===== config.mk =====
export PLATFORM = sky130hd
export DESIGN_NAME = piso_tx
export DESIGN_NICKNAME = d
export VERILOG_FILES = /design/src/rtl/piso_tx.sv
export SDC_FILE = /design/constraint.sdc
export NUM_CORES = 1
export LEC_CHECK = 0
export CELL_PAD_IN_SITES_DETAIL_PLACEMENT = 0
export CELL_PAD_IN_SITES_GLOBAL_PLACEMENT = 1
export CORE_ASPECT_RATIO = 0.9
export CORE_MARGIN = 2
export CORE_UTILIZATION = 25
export DETAILED_ROUTE_END_ITERATION = 7
export HOLD_SLACK_MARGIN = 0.15
export PLACE_DENSITY = 0.59
export SYNTH_ARGS = -nofsm -noshare
export SYNTH_HDL_FRONTEND = slang
export SYNTH_SLANG_ARGS = --single-unit

===== constraint.sdc =====
create_clock -name Clk -period 1.9 [get_ports Clk]
set_input_delay 0.19 -clock Clk [delete_from_list [all_inputs] [get_ports Clk]]
set_output_delay 0.19 -clock Clk [all_outputs]
set_load 0.01 [all_outputs]

===== src/rtl/piso_tx.sv =====
// piso_tx: framed serial transmitter (start bit, LSB-first data, stop bit).
// Q is registered and idles high; every bit is held for CLKS_PER_BIT clocks.
module piso_tx #(
    parameter int WIDTH        = 8,
    parameter int CLKS_PER_BIT = 1
) (
    input  logic             Clk,
    input  logic             Reset_n,
    input  logic             Start,
    input  logic [WIDTH-1:0] Data,
    output logic             Q,
    output logic             Busy,
    output logic             Done
);

    localparam int BW = (CLKS_PER_BIT > 1) ? $clog2(CLKS_PER_BIT) : 1;
    localparam int NW = (WIDTH > 1) ? $clog2(WIDTH) : 1;

    localparam logic [BW-1:0] BAUD_LAST = BW'(CLKS_PER_BIT - 1);
    localparam logic [NW-1:0] BIT_LAST  = NW'(WIDTH - 1);

    typedef enum logic [1:0] {
        IDLE,
        START,
        DATA,
        STOP
    } state_t;

    state_t           state;
    logic [WIDTH-1:0] shreg;
    logic [WIDTH-1:0] shift_nxt;
    logic [NW-1:0]    bit_cnt;
    logic [BW-1:0]    baud_cnt;
    logic             baud_end;

    assign baud_end  = (baud_cnt == BAUD_LAST);
    assign shift_nxt = shreg >> 1;

    always_ff @(posedge Clk or negedge Reset_n) begin
        if (!Reset_n) begin
            state    <= IDLE;
            shreg    <= '0;
            bit_cnt  <= '0;
            baud_cnt <= '0;
            Q        <= 1'b1;
            Busy     <= 1'b0;
            Done     <= 1'b0;
        end else begin
            Done <= 1'b0;
            unique case (state)
                IDLE: begin
                    Q    <= 1'b1;
                    Busy <= 1'b0;
                    if (Start) begin
                        shreg    <= Data;
                        state    <= START;
                        Q        <= 1'b0;
                        Busy     <= 1'b1;
                        baud_cnt <= '0;
                    end
                end
                START: begin
                    if (baud_end) begin
                        baud_cnt <= '0;
                        bit_cnt  <= '0;
                        state    <= DATA;
                        Q        <= shreg[0];
                    end else begin
                        baud_cnt <= baud_cnt + BW'(1);
                    end
                end
                DATA: begin
                    if (baud_end) begin
                        baud_cnt <= '0;
                        if (bit_cnt == BIT_LAST) begin
                            state <= STOP;
                            Q     <= 1'b1;
                        end else begin
                            shreg   <= shift_nxt;
                            bit_cnt <= bit_cnt + NW'(1);
                            Q       <= shift_nxt[0];
                        end
                    end else begin
                        baud_cnt <= baud_cnt + BW'(1);
                    end
                end
                STOP: begin
                    if (baud_end) begin
                        baud_cnt <= '0;
                        state    <= IDLE;
                        Busy     <= 1'b0;
                        Done     <= 1'b1;
                    end else begin
                        baud_cnt <= baud_cnt + BW'(1);
                    end
                end
                default: begin
                    state <= IDLE;
                    Q     <= 1'b1;
                    Busy  <= 1'b0;
                end
            endcase
        end
    end

endmodule

After elaboration in Yosys (flattened, before gate mapping)
Index checks and enable logic that the tools add are counted.
W data, S select, Z words.

word-level totals
  register bits = 17
  logic and storage cells = 57
  memory bits (writable) = 0
  bits of input ports = 11
  memories kept = 0
  output and inout port bits = 3
  bits in latches = 0
  ROM bits = 0

operators by class
  muxes and demuxes = 27
  $add $sub $neg = 2
  multipliers = 0
  div/mod/pow operators = 0
  equal/unequal tests = 10
  $lt $le $gt $ge = 0
  shift operators = 0
  reductions and logical operators = 11
  bitwise logic cells = 0

operators by type and width
  operator               number
  $mux W8                3
  $pmux W8 S2            1
  $ne A2 B2 Y1 const B   6
  $mux W1                10
  $mux W2                5
  $mux W3                3
  $pmux W2 S4            1
  $reduce_and A4 Y1      2
  $pmux W3 S2            1
  $reduce_bool A2 Y1     3
  $reduce_and A5 Y1      1
  $eq A2 B2 Y1 const B   2
  $pmux W1 S2            2
  $add A3 B1 Y3 const B  1
  $eq A3 B3 Y1 const B   1
  $pmux W1 S3            1
  $reduce_and A3 Y1      1
  $reduce_bool A3 Y1     1
  $reduce_or A3 Y1       1
  $eq A2 B1 Y1 const B   1
  $logic_not A2 Y1       1
  $reduce_and A2 Y1      1
  $add A1 B1 Y1 const B  1

Logic depth before layout (Yosys ltp)
  word-level depth = 4
  depth in mapped cells = 7
  mapped depth without buffers = 5

Least setup slack after synthesis
Ideal clock, no wire load.

  path kind = reg-to-reg
  start point = register bit_cnt[0]
  end point = register shreg[0]
  clock period less this slack = 1.761 ns
  setup time = 0.125 ns
  stages on the path, launching flop included = 6
  slack = 0.139 ns
  arrival = 1.636 ns
  required time = 1.775 ns
  path buffers = 1
  cell sequence = dfrtp_1 > ha_1 > ha_1 > buf_2 > a211oi_4 > mux2_2

on the way
  cells in the longest elaborated chain, start to end = 3

ends and longest elaborated chain
  what                         RTL line  text
  start, declared              32        logic [NW-1:0] bit_cnt;
  start signal, assigned       80        bit_cnt <= bit_cnt + NW'(1);
  $eq A3 B3 Y1                 75        if (bit_cnt == BIT_LAST) begin
  $ne A2 B2 Y1 (no line)       --
  $reduce_and A4 Y1 (no line)  --
  end signal, assigned         55        shreg <= Data;
  end signal, assigned         79        shreg <= shift_nxt;
  end, declared                30        logic [WIDTH-1:0] shreg;

No other way between the ends.
A chain may end at the register's enable or synchronous reset.

Final worst setup path
  start point = register state[1]
  end point = register shreg[2]

on the way
  cells in the longest elaborated chain, start to end = 3
  elaborated cells on any way between the ends = 8
  classes of those cells = eq/ne: 4; mux: 1; reduce/logical: 3

ends and longest elaborated chain
  what                                                                 RTL line  text
  start, declared                                                      29        state_t state;
  start signal, assigned                                               41        state <= IDLE;
  start signal, assigned                                               56        state <= START;
  start signal, assigned                                               66        state <= DATA;
  $eq A2 B2 Y1 / $logic_not A2 Y1 (equally long branches)              50        unique case (state)
  $ne A2 B2 Y1 (no line) / $reduce_bool A2 Y1 (equally long branches)  --
  $reduce_and A4 Y1 (no line)                                          --

Several ways; a longest one is shown, not always the timed one.

==> impl_metrics.env <==
export IMPL_async_reset_ff_share_pct=100
export IMPL_crit_path_end_kind="flop"
export IMPL_antennaDiodeCount=0
export IMPL_port_buffers=13
export IMPL_synth_avg_cell_area_um2=12.6
export IMPL_place_gp_congestion=0.756
export IMPL_root_buffer="clkbuf_8"
export IMPL_fill_cells=382
export IMPL_setup_viol=0
export IMPL_ys_ff_latch=16
export IMPL_cp_max_fo=4
export IMPL_fmax_mhz=563
export IMPL_met1_usage_pct=13.1
export IMPL_pin_count=14
export IMPL_layout_nets=112
export IMPL_synthMuxAreaShare_pct=21.3
export IMPL_post_route_util_pct=34.2
export IMPL_grt_pass1_vias=613
export IMPL_detail_route_antenna_nets=0
export IMPL_drc_errors=0
export IMPL_synth_xor_area_share_pct=0.979
export IMPL_status="finished clean"
export IMPL_finalCriticalPeriod_ns=1.78
export IMPL_firstDrtPassIters=4
export IMPL_grt_pass1_wl_mm=2.88
export IMPL_setup_tns_ns=0
export IMPL_synth_sequential_area_ratio_pct=44.9
export IMPL_path_clk_slew_ns=0.06
export IMPL_maxSlewViolCount=0
export IMPL_grt_overflow=0
export IMPL_cap_violations=0
export IMPL_fin_skew_ns=0.00370
export IMPL_core_mm2=0.00340
export IMPL_finalCritPeriodShare_pct=93.5
export IMPL_syn_num_nets=90
export IMPL_rows=20
export IMPL_rsz0062_at_grt="no"
export IMPL_synthesis_area_um2=895
export IMPL_clk_latency_ns=0.25
export IMPL_grt_max_degree=17
export IMPL_synth_top_family_by_area="multiplexers"
export IMPL_postSynthCellCount=71
export IMPL_area_delta_synth_final_pct=29.9
export IMPL_synth_compound_area_share_pct=11.7
export IMPL_cts_root_to_sink_buffers=2
export IMPL_hold_path_class="in2async"
export IMPL_yosysWarningCount=0
export IMPL_synth_cell_types=20
export IMPL_die_area_mm2=0.00407
export IMPL_clock_sinks=16
export IMPL_grt_use_total_pct=9.68
export IMPL_synthSimpleGateAreaFrac_pct=4.76
export IMPL_wl_per_cell_um=12.3
export IMPL_globalRouteMet3Util_pct=4.08
export IMPL_cts_tree="done"
export IMPL_final_common_cell="mux2_2"
export IMPL_crit_required_ns=2.03
export IMPL_routed_wl_mm=1.67
export IMPL_top_usage_layer="met2"
export IMPL_cts_made_buffers=3
export IMPL_slew_headroom_pct=83.7
export IMPL_dr_first_iter_drc_count=6
export IMPL_layout_drive_gt1_share_pct=34.8
export IMPL_grtUsageMet2_pct=14.7
export IMPL_via_count=580
export IMPL_post_drt_via_cell_ratio=4.26
export IMPL_critPathLaunchType="flop"
export IMPL_dp_hpwl_mm=1.26
export IMPL_synth_edff_count=0
export IMPL_synthAdderAreaFrac_pct=11.2
export IMPL_vdd_drop_max_uv=816
export IMPL_hold_viol=0
export IMPL_initial_core_util_pct=26.3
export IMPL_grt_antenna_before_repair=0
export IMPL_h_tree_depth=1
export IMPL_worst_pin_slew_ns=0.243
export IMPL_layout_common_cells="16 x mux2_2, 15 x dfrtp_1, 13 x clkdlybuf4s50_1, 7 x ha_1, 7 x buf_4"
export IMPL_power_density_mw_per_mm2=1730
export IMPL_die_w_um=67.1
export IMPL_synthFlopType="dfrtp_1"
export IMPL_die_h_um=60.8
export IMPL_holdBufCountCts=0
export IMPL_crit_type="reg2reg"
export IMPL_leakage_nw=0.511
export IMPL_crit_arrival_ns=1.91
[final timing paths]
kind                            startpoint        to  slack (ns)  cells past startpoint
worst max-delay path              state[1]  shreg[2]        0.12                      6
worst max register to register    state[1]  shreg[2]        0.12                      6
min in group Clk                      Busy      Busy        0.50                      2
worst min-delay path               Reset_n      Done        0.26                      2
max in group asynchronous          Reset_n         Q        1.39                      2
worst min register to register        Busy      Busy        0.50                      2
[registers in the layout, summed over array words and instances, names as in the netlist]
| signal | cells |
|---|---|
| shreg | 8 |
| bit_cnt | 3 |
| state | 2 |
| Busy | 1 |
| Done | 1 |
| Q | 1 |
[repair_timing]
item | in CTS | in global routing
endpoints found under the hold margin | 0 | 0
setup buffers | 0 | 2
resized for setup | 0 | 1
endpoints found under the setup margin | 0 | 7
[area by class of cell]
class | count | area, um^2 | area share [%]
Timing Repair Buffer | 20 | 183 | 15.7
Inverter | 5 | 18.8 | 1.61
Clock buffer | 4 | 55.1 | 4.74
Tap cell | 44 | 55.1 | 4.74
Multi-Input combinational cell | 47 | 449 | 38.6
Sequential cell | 16 | 402 | 34.6
[kinds of logic (layout without fill, tap and decap cells)]
group,count (synthesis),after routing
mux,17,17
flops,16,16
compound gates,13,13
fa+ha+maj,8,8
simple gates,8,8
buf+inv,8,29
xor+xnor,1,1
[cell usage after synthesis, types with 2 or more instances]
| cell | count | area share (%) |
|---|---|---|
| mux2_2 | 16 | 20 |
| dfrtp_1 | 15 | 42 |
| ha_1 | 8 | 11 |
| inv_1 | 5 | 2.1 |
| a22o_1 | 4 | 3.9 |
| a21oi_1 | 3 | 1.7 |
| nand2_1 | 3 | 1.3 |
| buf_6 | 2 | 2.5 |
| nand3_1 | 2 | 1.1 |
| nor2_1 | 2 | 0.84 |
| o21ai_0 | 2 | 1.1 |
[routing by layer]
| metal | wire length, um | vias up | part of all wire, % |
|---|---|---|---|
| met5 | 0 | - | 0 |
| met4 | 9 | 0 | 0.54 |
| met3 | 94 | 4 | 5.6 |
| met2 | 741 | 14 | 44 |
| met1 | 827 | 273 | 49 |
| li1 | - | 289 | - |
[stage by stage]
stage / hold WS [ns] / setup slack, ns / instance area, um^2 / instances / power [mW]
detailed placement: 0.490 / 0.0751 / 1090 / 130 / 1.67
finish: 0.263 / 0.124 / 1160 / 136 / 2.01
global route: 0.292 / 0.0151 / 1160 / 136 / 2.18
floorplan: -0.106 / 0.139 / 895 / 71 / 1.40
CTS: 0.269 / 0.0543 / 1140 / 134 / 1.98
global placement: 0.467 / 0.102 / 1090 / 130 / 1.64
[power by group]
group          leakage (nW)  switching, mW  internal (mW)  total [mW]
clock network        0.0288          0.115          0.184       0.299
registers             0.195          0.101          0.528       0.629
logic                 0.287          0.462          0.619        1.08
total                 0.511          0.678           1.33        2.01
[critical path, stage by stage (launching register included)]
cell      delay, ns
dfrtp_1        0.39
inv_1          0.11
ha_1           0.24
nor2b_4        0.16
a211oi_4       0.25
buf_4          0.19
mux2_2         0.33
No activity file was read; power rests on OpenSTA's default activity.
